File: config.mk
export PLATFORM = sky130hd
export DESIGN_NAME = clkdiv_release_ctrl
export DESIGN_NICKNAME = d
export VERILOG_FILES = /design/src/rtl/clkdiv_release_ctrl.sv
export SDC_FILE = /design/constraint.sdc
export NUM_CORES = 1
export LEC_CHECK = 0
export ABC_CLOCK_PERIOD_IN_PS = 1720
export BUFFER_PORTS_ARGS = -buffer_cell sky130_fd_sc_hd__buf_2
export CAP_MARGIN = 15
export CORE_MARGIN = 3
export CORE_UTILIZATION = 54
export DETAILED_ROUTE_END_ITERATION = 6
export GPL_TIMING_DRIVEN = 0
export PLACE_DENSITY = 0.82
export SYNTH_ARGS = -nofsm -noshare
export SYNTH_HDL_FRONTEND = slang
export SYNTH_SLANG_ARGS = --single-unit
File: constraint.sdc
create_clock -name CLKI -period 1.72 [get_ports CLKI]
set_input_delay 0.172 -clock CLKI [delete_from_list [all_inputs] [get_ports CLKI]]
set_output_delay 0.172 -clock CLKI [all_outputs]
set_load 0.01 [all_outputs]
File: src/rtl/clkdiv_release_ctrl.sv
// Reset/release sequencer for a CLKDIVB-style divider: filters PLL lock, holds the divider in
// reset, stops the edge clock, then releases so the divided clocks start phase-aligned.
module clkdiv_release_ctrl #(
  parameter int unsigned LOCK_CYCLES = 16,
  parameter int unsigned RST_CYCLES  = 8,
  parameter int unsigned RELEASE_DLY = 4,
  parameter int unsigned CNT_WIDTH   = 8
) (
  input  logic       CLKI,
  input  logic       RST,
  input  logic       LOCK,
  input  logic       RESTART,
  output logic       DIV_RST,
  output logic       DIV_RELEASE,
  output logic       ECLK_STOP,
  output logic       READY,
  output logic [2:0] STATE
);

  localparam int unsigned MaxCount =
      (LOCK_CYCLES > RST_CYCLES) ?
      ((LOCK_CYCLES > RELEASE_DLY) ? LOCK_CYCLES : RELEASE_DLY) :
      ((RST_CYCLES > RELEASE_DLY) ? RST_CYCLES : RELEASE_DLY);

  if (LOCK_CYCLES == 0 || RST_CYCLES == 0 || RELEASE_DLY == 0) begin : g_bad_count
    $error("clkdiv_release_ctrl: LOCK_CYCLES, RST_CYCLES and RELEASE_DLY must all be >= 1");
  end

  if (CNT_WIDTH == 0 || ((MaxCount - 1) >> CNT_WIDTH) != 0) begin : g_bad_width
    $error("clkdiv_release_ctrl: CNT_WIDTH too small for the largest count parameter");
  end

  localparam logic [CNT_WIDTH-1:0] LockLast = CNT_WIDTH'(LOCK_CYCLES - 1);
  localparam logic [CNT_WIDTH-1:0] RstLast  = CNT_WIDTH'(RST_CYCLES - 1);
  localparam logic [CNT_WIDTH-1:0] DlyLast  = CNT_WIDTH'(RELEASE_DLY - 1);

  typedef enum logic [2:0] {
    StWaitLock    = 3'd0,
    StRstHold     = 3'd1,
    StStopHold    = 3'd2,
    StReleaseWait = 3'd3,
    StReady       = 3'd4
  } state_e;

  state_e                 state_q, state_d;
  logic [CNT_WIDTH-1:0]   cnt_q, cnt_d;
  logic                   div_rst_q, div_rst_d;
  logic                   div_release_q, div_release_d;
  logic                   eclk_stop_q, eclk_stop_d;
  logic                   ready_q, ready_d;

  // Next-state logic. Priority: lock loss, then RESTART, then counter expiry.
  always_comb begin
    state_d = state_q;
    cnt_d   = cnt_q + 1'b1;
    case (state_q)
      StWaitLock: begin
        if (!LOCK) begin
          cnt_d = '0;
        end else if (cnt_q == LockLast) begin
          state_d = StRstHold;
          cnt_d   = '0;
        end
      end
      StRstHold: begin
        if (!LOCK) begin
          state_d = StWaitLock;
          cnt_d   = '0;
        end else if (cnt_q == RstLast) begin
          state_d = StStopHold;
          cnt_d   = '0;
        end
      end
      StStopHold: begin
        if (!LOCK) begin
          state_d = StWaitLock;
          cnt_d   = '0;
        end else if (cnt_q == DlyLast) begin
          state_d = StReleaseWait;
          cnt_d   = '0;
        end
      end
      StReleaseWait: begin
        if (!LOCK) begin
          state_d = StWaitLock;
          cnt_d   = '0;
        end else if (cnt_q == DlyLast) begin
          state_d = StReady;
          cnt_d   = '0;
        end
      end
      StReady: begin
        cnt_d = '0;
        if (!LOCK) begin
          state_d = StWaitLock;
        end else if (RESTART) begin
          state_d = StRstHold;
        end
      end
      default: begin
        state_d = StWaitLock;
        cnt_d   = '0;
      end
    endcase
  end

  // Outputs are decoded from the next state so they change on the same edge as STATE.
  always_comb begin
    div_rst_d     = 1'b1;
    div_release_d = 1'b0;
    eclk_stop_d   = 1'b1;
    ready_d       = 1'b0;
    case (state_d)
      StStopHold: begin
        div_rst_d = 1'b0;
      end
      StReleaseWait: begin
        div_rst_d     = 1'b0;
        div_release_d = 1'b1;
        eclk_stop_d   = 1'b0;
      end
      StReady: begin
        div_rst_d     = 1'b0;
        div_release_d = 1'b1;
        eclk_stop_d   = 1'b0;
        ready_d       = 1'b1;
      end
      default: ;
    endcase
  end

  always_ff @(posedge CLKI or posedge RST) begin
    if (RST) begin
      state_q       <= StWaitLock;
      cnt_q         <= '0;
      div_rst_q     <= 1'b1;
      div_release_q <= 1'b0;
      eclk_stop_q   <= 1'b1;
      ready_q       <= 1'b0;
    end else begin
      state_q       <= state_d;
      cnt_q         <= cnt_d;
      div_rst_q     <= div_rst_d;
      div_release_q <= div_release_d;
      eclk_stop_q   <= eclk_stop_d;
      ready_q       <= ready_d;
    end
  end

  assign DIV_RST     = div_rst_q;
  assign DIV_RELEASE = div_release_q;
  assign ECLK_STOP   = eclk_stop_q;
  assign READY       = ready_q;
  assign STATE       = state_q;

endmodule

==> results of run 1 <==
==> synthesized netlist by cell type <==
cell type	instances
nand2_2	1
and3_2	1
a31o_2	1
nand2_1	5
nor2_1	7
nand4_1	1
nor4_4	1
a21oi_1	6
nand2b_1	4
o311ai_0	1
ha_1	1
nand3b_1	1
o21a_1	3
nor3_1	3
dfstp_2	2
and3_1	2
nor3b_1	2
nor2b_1	1
nand3_1	4
xor2_1	2
o21ai_0	4
xnor2_1	2
buf_2	2
clkbuf_1	2
dfrtp_1	13
or3_1	2
o22ai_1	1
a31oi_1	1
a2111oi_2	1
inv_1	4
or3b_1	1
==> kinds of logic after synthesis <==
kind of cell	Yosys count
AOI/OAI and AO/OA	18
xor gates and xnor gates	4
adders and majority gates	1
buffers and inverters	8
DFF	15
and+or+nand+nor	36
==> routing by layer <==
metal	routed length, um	share of wire, %	up-vias	global-route usage (%)
met5	0	0	-	0
met4	39	2.5	0	10.8
met3	45	2.9	5	2.44
met2	787	51	12	32.8
met1	673	44	313	20.3
li1	-	-	321	-
==> final timing paths <==
path	start	to	slack, ns
max	cnt_q[0]	STATE[0]	0.11
max in group asynchronous	RST	ECLK_STOP	0.88
min in group asynchronous	RST	cnt_q[0]	0.47
max reg2reg	cnt_q[0]	STATE[0]	0.11
min reg2reg	cnt_q[0]	cnt_q[0]	0.48
min	LOCK	ECLK_STOP	0.12
==> registers in the layout, indices dropped and copies added (netlist names) <==
register / count
cnt_q: 8
STATE: 3
DIV_RELEASE: 1
DIV_RST: 1
ECLK_STOP: 1
READY: 1
==> metrics by stage <==
stage,setup slack [ns],util [%],cell area [um^2]
2_1_floorplan,0.215,-,785
3_3_place_gp,0.0828,64.0,853
3_5_place_dp,0.0280,64.0,853
4_1_cts,0.00591,66.8,891
5_1_grt,0.0141,68.1,908
6_report,0.114,68.1,908
==> timing repair <==
| action | 4_1_cts | 5_1_grt |
|---|---|---|
| hold buffers | 1 | 0 |
| hold endpoints to repair | 13 | 0 |
| endpoints found under the setup margin | 0 | 3 |
| resized for setup | 0 | 1 |
| setup buffers | 0 | 2 |
==> area by class of cell <==
type / count / area (um^2)
Buffer: 4 / 17.5
Clock buffer: 3 / 22.5
Clock inverter: 1 / 5.00
Fill cell: 105 / 425
Inverter: 4 / 15.0
Multi-Input combinational cell: 59 / 377
Sequential cell: 15 / 378
Tap cell: 15 / 18.8
Timing Repair Buffer: 13 / 75.1
==> worst max-delay path: cells and delay by family (launching register included) <==
| kind | cells | cell delay, ns |
|---|---|---|
| flops | 1 | 0.39 |
| compound gates | 2 | 0.49 |
| fa+ha+maj | 1 | 0.25 |
| simple gates | 2 | 0.36 |
==> where the power goes <==
part | switching [mW] | internal, mW
registers | 0.00346 | 0.359
logic | 0.0317 | 0.0183
clock network | 0.113 | 0.0866
total | 0.148 | 0.464
==> results.md, run 1 <==
* Buffers added on ports at 10
* Estimated wirelength of the detail-placed design at 1100 um
* Tmin final at 1.61 ns
* Vias in the first global route at 618
* Drt wl/cell at 13.6 um
* Synth top area share at 41.5%
* Post-Synth XOR/XNOR Area at 4.47%
* Seq/Total Area, Yosys at 48.2%
* Setup TNS at 0 ns
* Largest net degree at the start of global routing at 16
* Mux cell area share after synthesis at 0%
* CP max-delay cell: dfrtp_1
* Max incr delay on CP at 0.39 ns
* Worst Hold Depth at 2
* Area Overhead vs Synth at 15.8%
* Min Hold Slack at 0.115 ns
* Post-synthesis compound-gate area fraction at 15.0%
* R2R cell count at 5
* First DRT Iteration DRCs at 14
* Syn_nets at 87
* IO Pins at 11
* Antenna diodes at 0
* Fmax at 623 MHz
* Die Wd at 44.1 um
* Most frequent cells in the layout: 13 x dfrtp_1, 12 x buf_2, 7 x nor2_1, 6 x a21oi_1, 5 x nand2_1
* Total number of vias at 651
* First-pass GRT wire length at 2570 um
* Most common cell after layout, fill and taps aside: dfrtp_1
* Placer Congestion at 0.720
* Top post-synthesis cells by area: dfrtp_1 41%, dfstp_2 6.7%, a21oi_1 3.8%
* Worst VDD drop at 0.000655 V
* Final Cycle Share at 93.4%
* Clk Latency, worst-skew pair at 0.29 ns
* Die area at 1950 um^2
* Startpoint types: flip-flop
* GRT Util Overall at 18.3%
* Worst Max-Slew Pin Slew at 0.558 ns
* Library cells used by synthesis at 31
* DP Cell Count at 107
* Main combinational cell family by area after synthesis: simple AND/OR/NAND/NOR gates
* Clock transition at path regs at 0.09 ns
* Routed Antenna Nets at 0
* Crit path kind: reg -> reg
* Vias/cell at 5.71
* DR DRC count at 0
* CTS sink cnt at 15
* Cts bufs inserted at 3
* Number of max-cap violations at 0
* Critical path data arrival time at 1.77 ns
* Cells after Synth at 82
* Clock root cell: clkbuf_4
* Cell taking the most area after synthesis: dfrtp_1
* Htree depth at 1
* Critical Path Sink Type: flip-flop
* GRT Residual Overflow at 0
* Die Y at 44.1 um
* Cell Pwr Density at 674 nW/um^2
* Final setup viols at 0
* Critical-path cell list: ha_1, nor2b_2, nand2_2, a2111oi_2, o22ai_1
* Hold Fails Final Rpt at 0
* Register bit total from synthesis at 15
* Post-Synth Adder-Cell Area at 1.59%
* Worst endpoint required time at 1.89 ns
* Synthesized area at 785 um^2
* Pleak at 0.408 nW
* Status: completed
* Synth warn at 0
* Layout cells sized above 1 at 26.3%
* Initial antenna violation count at 0
* Worst-path fanout max at 5
* Slew Limit Headroom at 62.8%
* # rows at 13
* Core area at 1330 um^2
* Max clock buf depth at 2
* Initial Utilization at 58.8%
* RSZ-0062 raised after global routing: false
* Post-layout net count at 105
* Routed WL at 1550 um
* Tot Pwr at 0.612 mW
* Post-Synth Simple-Gate Area at 26.6%
* Slew Limit Fails at 0
* Hold WC Path Type: in -> reg
* Worst Skew at 0.00416 ns
* Mean Syn Cell Area at 9.57 um^2
* CTS tree: done
* DRT Pass-1 Iters at 4
* Final Non-Filler Cells at 114
Note: power is estimated with default switching activity, not from simulation.
==> inputs of run 2 (changes only) <==
CELL_PAD_IN_SITES_DETAIL_PLACEMENT = 0   (was unset)
CELL_PAD_IN_SITES_GLOBAL_PLACEMENT = 2   (was unset)
CORE_UTILIZATION = 33   (was 54)
PLACE_DENSITY = 0.8   (was 0.82)
==> run 2 against run 1 <==
Net effect:
- wire length is 4.3% higher
- combinational power is 1% higher
- via count decreased by 4.1%
- critical endpoint unchanged
- largest power group unchanged
==> results.md, run 2 (synthesized netlist as in run 1, its figures left out) <==
* Layout cells sized above 1 at 27.6%
* Worst Max-Slew Pin Slew at 0.543 ns
* Final setup viols at 0
* IO Pins at 11
* Worst VDD drop at 0.000343 V
* Vias/cell at 4.95
* DRT Pass-1 Iters at 4
* Final Cycle Share at 92.4%
* GRT Residual Overflow at 0
* Cts bufs inserted at 3
* Clk Latency, worst-skew pair at 0.28 ns
* Worst-path fanout max at 5
* Max clock buf depth at 2
* DP Worst Slack at 0.00487 ns
* Clock transition at path regs at 0.09 ns
* Initial Utilization at 35.1%
* RSZ-0062 raised after global routing: false
* Pleak at 0.406 nW
* Estimated wirelength of the detail-placed design at 1130 um
* Routed WL at 1610 um
* Largest reg by FF count: cnt_q
* Crit path kind: reg -> reg
* Min Hold Slack at 0.121 ns
* Worst endpoint required time at 1.92 ns
* Max FFs per register at 8
* # rows at 17
* Seq pwr share at 59.3%
* Drt wl/cell at 12.8 um
* Slew Limit Fails at 0
* Clock root cell: clkbuf_4
* Vias in the first global route at 618
* CTS sink cnt at 15
* Cell Pwr Density at 659 nW/um^2
* Sw frac at 24.0%
* Clk pwr share at 32.5%
* Sw Pwr at 0.147 mW
* Hold Fails Final Rpt at 0
* Status: completed
* Tmin final at 1.59 ns
* CTS tree: done
* Core area at 2230 um^2
* Routed Antenna Nets at 0
* Buffers added on ports at 10
* Internal power at 0.465 mW
* Die Wd at 54.8 um
* Final WS setup at 0.130 ns
* Worst setup path startpoint: cnt_q[7]
* Most common cell after layout, fill and taps aside: dfrtp_1
* Die area at 3000 um^2
* Startpoint types: flip-flop
* GRT Util Overall at 12.9%
* Placer Congestion at 0.763
* Worst Skew at 0.000992 ns
* Fmax at 629 MHz
* Critical Path Sink Type: flip-flop
* Htree depth at 1
* Area Overhead vs Synth at 18.3%
* Slew Limit Headroom at 63.8%
* Total number of vias at 624
* Die Y at 54.8 um
* R2r startpoint: cnt_q[7]
* DR DRC count at 0
* Initial antenna violation count at 0
* Gate power share at 8.3%
* Number of max-cap violations at 0
* Antenna diodes at 0
* Largest net degree at the start of global routing at 16
* Hold_sp: LOCK
* Hold WC Path Type: in -> reg
* First-pass GRT wire length at 2730 um
* Most frequent cells in the layout: 13 x dfrtp_1, 12 x buf_2, 7 x nor2_1, 6 x a21oi_1, 5 x nand2_1
* Critical path data arrival time at 1.79 ns
* First DRT Iteration DRCs at 11
* Post-layout net count at 104
## run 2: worst max-delay path, stage by stage, from the launching register on
cell and delay [ns]:
dfrtp_1 0.43, nor4_4 0.40, buf_4 0.19, nor3b_1 0.22, a21oi_1 0.07, o22ai_1 0.18
## run 2: area by class of cell
type                            instances  area, um^2
Multi-Input combinational cell         59         384
Clock buffer                            3        22.5
Tap cell                               28        35.0
Inverter                                4        15.0
Fill cell                             229        1310
Buffer                                  3        13.8
Clock inverter                          1        5.00
Timing Repair Buffer                   13        75.1
Sequential cell                        15         378
## run 2: final timing paths
kind                             end  slack (ns)  cells past startpoint
setup / recovery            STATE[0]        0.13                      5
hold / removal             ECLK_STOP        0.12                      2
setup reg to reg            STATE[0]        0.13                      5
hold reg to reg             cnt_q[0]        0.48                      1
max in group asynchronous    DIV_RST        0.89                      3
min in group asynchronous   cnt_q[7]        0.46                      3
## run 2: through the flow
step           power (mW)  instance area, um^2  setup TNS (ns)  util (%)  std cells
2_1_floorplan       0.402                  785               0         -         82
3_3_place_gp        0.417                  870       -0.000124      38.9        120
3_5_place_dp        0.417                  870               0      38.9        120
4_1_cts             0.621                  910               0      40.7        125
5_1_grt             0.645                  928               0      41.6        126
6_report            0.612                  928               0      41.6        126
## run 2: repair_timing
| item | in CTS | in global routing |
|---|---|---|
| setup buffers | 0 | 2 |
| hold buffers | 1 | 0 |
| hold endpoints to repair | 13 | 0 |
| gates resized for setup | 1 | 2 |
| pin swaps | 0 | 1 |
| setup endpoints to repair | 1 | 3 |
## run 2: power by group through the flow
stage / registers, mW / clock network [mW] / logic [mW]
final: 0.362 / 0.198 / 0.0507
after global placement: 0.369 / 0 / 0.0479
after global routing: 0.364 / 0.222 / 0.0590
after floorplan: 0.369 / 0 / 0.0328
after detailed placement: 0.369 / 0 / 0.0474
after CTS: 0.362 / 0.209 / 0.0500
## run 2: layer usage
metal	wire (um)	global-route usage, %	up-vias
li1	-	-	324
met1	747	15.6	287
met2	781	21.7	11
met3	79	4.90	2
met4	4	2.49	0
met5	0	0	-
==> inputs of run 3 (changes only) <==
CTS_BUF_LIST = sky130_fd_sc_hd__clkbuf_16   (was unset)
==> run 3 against run 2 <==
Net effect:
- flip-flop and latch count unchanged
- clock power increased by 120%
- sequential power about the same
- first-iteration DRC count decreased by 36%
- core utilization increased by 3.2 points
- critical path depth decreased by 1
- register-to-register slack got worse by 0.02 ns
- sequential share of layout area decreased by 3.0 points
- final area increased by 7.8%
==> results.md, run 3 (synthesized netlist as in run 1, its figures left out) <==
* Final Cycle Share at 93.7%
* Slew Limit Fails at 0
* Vias in the first global route at 620
* Final WS setup at 0.109 ns
* Critical-path cell list: nor4_4, nand2_2, a2111oi_4, o22ai_1
* # rows at 17
* DR DRC count at 0
* Most common cell after layout, fill and taps aside: dfrtp_1
* GRT Residual Overflow at 0
* Area Overhead vs Synth at 27.6%
* First-pass GRT wire length at 2740 um
* Min Hold Slack at 0.170 ns
* Clock root cell: clkbuf_16
* Status: completed
* DP Worst Slack at 0.00487 ns
* Tot Pwr at 0.853 mW
* Clk Latency, worst-skew pair at 0.24 ns
* Initial Utilization at 35.1%
* Hold Fails Final Rpt at 0
* Clock transition at path regs at 0.05 ns
* Hold WC Path Type: in -> reg
* Post-layout net count at 105
* Die area at 3000 um^2
* Max clock buf depth at 2
* Startpoint types: flip-flop
* DRT Pass-1 Iters at 4
* CTS tree: done
* Vias/cell at 4.98
* Most frequent cells in the layout: 13 x dfrtp_1, 12 x buf_2, 7 x nor2_1, 6 x a21oi_1, 5 x nand2_1
* Worst-path fanout max at 6
* First DRT Iteration DRCs at 7
* Cell area after layout at 1000 um^2
* Worst endpoint required time at 1.82 ns
* Crit path kind: reg -> reg
* Buffers added on ports at 10
* Critical path data arrival time at 1.71 ns
* Antenna diodes at 0
* Drt wl/cell at 12.9 um
* Tmin final at 1.61 ns
* Max FFs per register at 8
* Core area at 2230 um^2
* Fmax at 621 MHz
* Number of max-cap violations at 0
* Layout cells sized above 1 at 28.3%
* Slew Limit Headroom at 63.7%
* Critical Path Sink Type: flip-flop
* Routed WL at 1640 um
* Cts bufs inserted at 3
* Worst Skew at 0.00110 ns
* Total number of vias at 633
* CP max-delay cell: nor4_4
* Max incr delay on CP at 0.43 ns
* Cell Pwr Density at 852 nW/um^2
* Htree depth at 1
* Worst Max-Slew Pin Slew at 0.544 ns
* Estimated wirelength of the detail-placed design at 1130 um
* Initial antenna violation count at 0
* Die Y at 54.8 um
* Largest net degree at the start of global routing at 16
* Placed cell areas at 870 um^2
* CTS sink cnt at 15
* Routed Antenna Nets at 0
* Pleak at 0.437 nW
* Final setup viols at 0
* Placer Congestion at 0.763
* Worst VDD drop at 0.000544 V
* IO Pins at 11
* RSZ-0062 raised after global routing: false
* Largest reg by FF count: cnt_q
* Die Wd at 54.8 um
* GRT Util Overall at 12.9%
-- run 3: changes by cell type in the layout (fill, tap and decap cells not counted), sizes merged --
cell | before | now
buf | 14 | 15
-- run 3: stage by stage --
stage	util, %	std cells	setup TNS (ns)
floorplan	-	82	0
global placement	38.9	120	-0.000124
CTS	43.1	125	0
detailed placement	38.9	120	0
global route	44.8	127	0
finish	44.8	127	0
-- run 3: worst paths after layout --
check | startpoint | to | slack [ns] | depth (start not counted)
max in group asynchronous | RST | ECLK_STOP | 0.84 | 3
worst min register to register | cnt_q[0] | cnt_q[0] | 0.48 | 1
worst max register to register | cnt_q[7] | STATE[0] | 0.11 | 4
worst max-delay path | cnt_q[7] | STATE[0] | 0.11 | 4
worst min-delay path | LOCK | ECLK_STOP | 0.17 | 2
min in group asynchronous | RST | cnt_q[7] | 0.52 | 3
-- run 3: what timing repair did --
item / CTS / global route
resized for setup: 1 / 3
setup buffers: 0 / 3
endpoints found under the setup margin: 1 / 2
hold endpoints to repair: 13 / 0
hold buffers: 1 / 0
pin swaps: 0 / 1
-- run 3: final cells by class --
class | count | area, um^2
fill | 220 | 1230
multi-input combinational | 59 | 397
sequential | 15 | 378
timing repair buffer | 14 | 82.6
clock buffer | 3 | 75.1
tap | 28 | 35.0
inverter | 4 | 15.0
buffer | 3 | 13.8
clock inverter | 1 | 5.00
-- run 3: metal layers --
layer,GRT usage (%),routed length [um]
met3,4.90,84
met1,15.8,754
met5,0,0
met4,2.49,0
met2,21.5,805
-- run 3: report_power, final --
part / internal [mW] / total (mW) / switching [mW]
clock network: 0.309 / 0.436 / 0.127
logic: 0.0202 / 0.0527 / 0.0326
registers: 0.361 / 0.364 / 0.00344
total: 0.690 / 0.853 / 0.163
-- run 3: critical path, delay by kind of cell, from the launching register on --
kind	cells	cell delay, ns
AND/OR/NAND/NOR	2	0.54
AO/OA/AOI/OAI	2	0.51
flip-flops	1	0.42
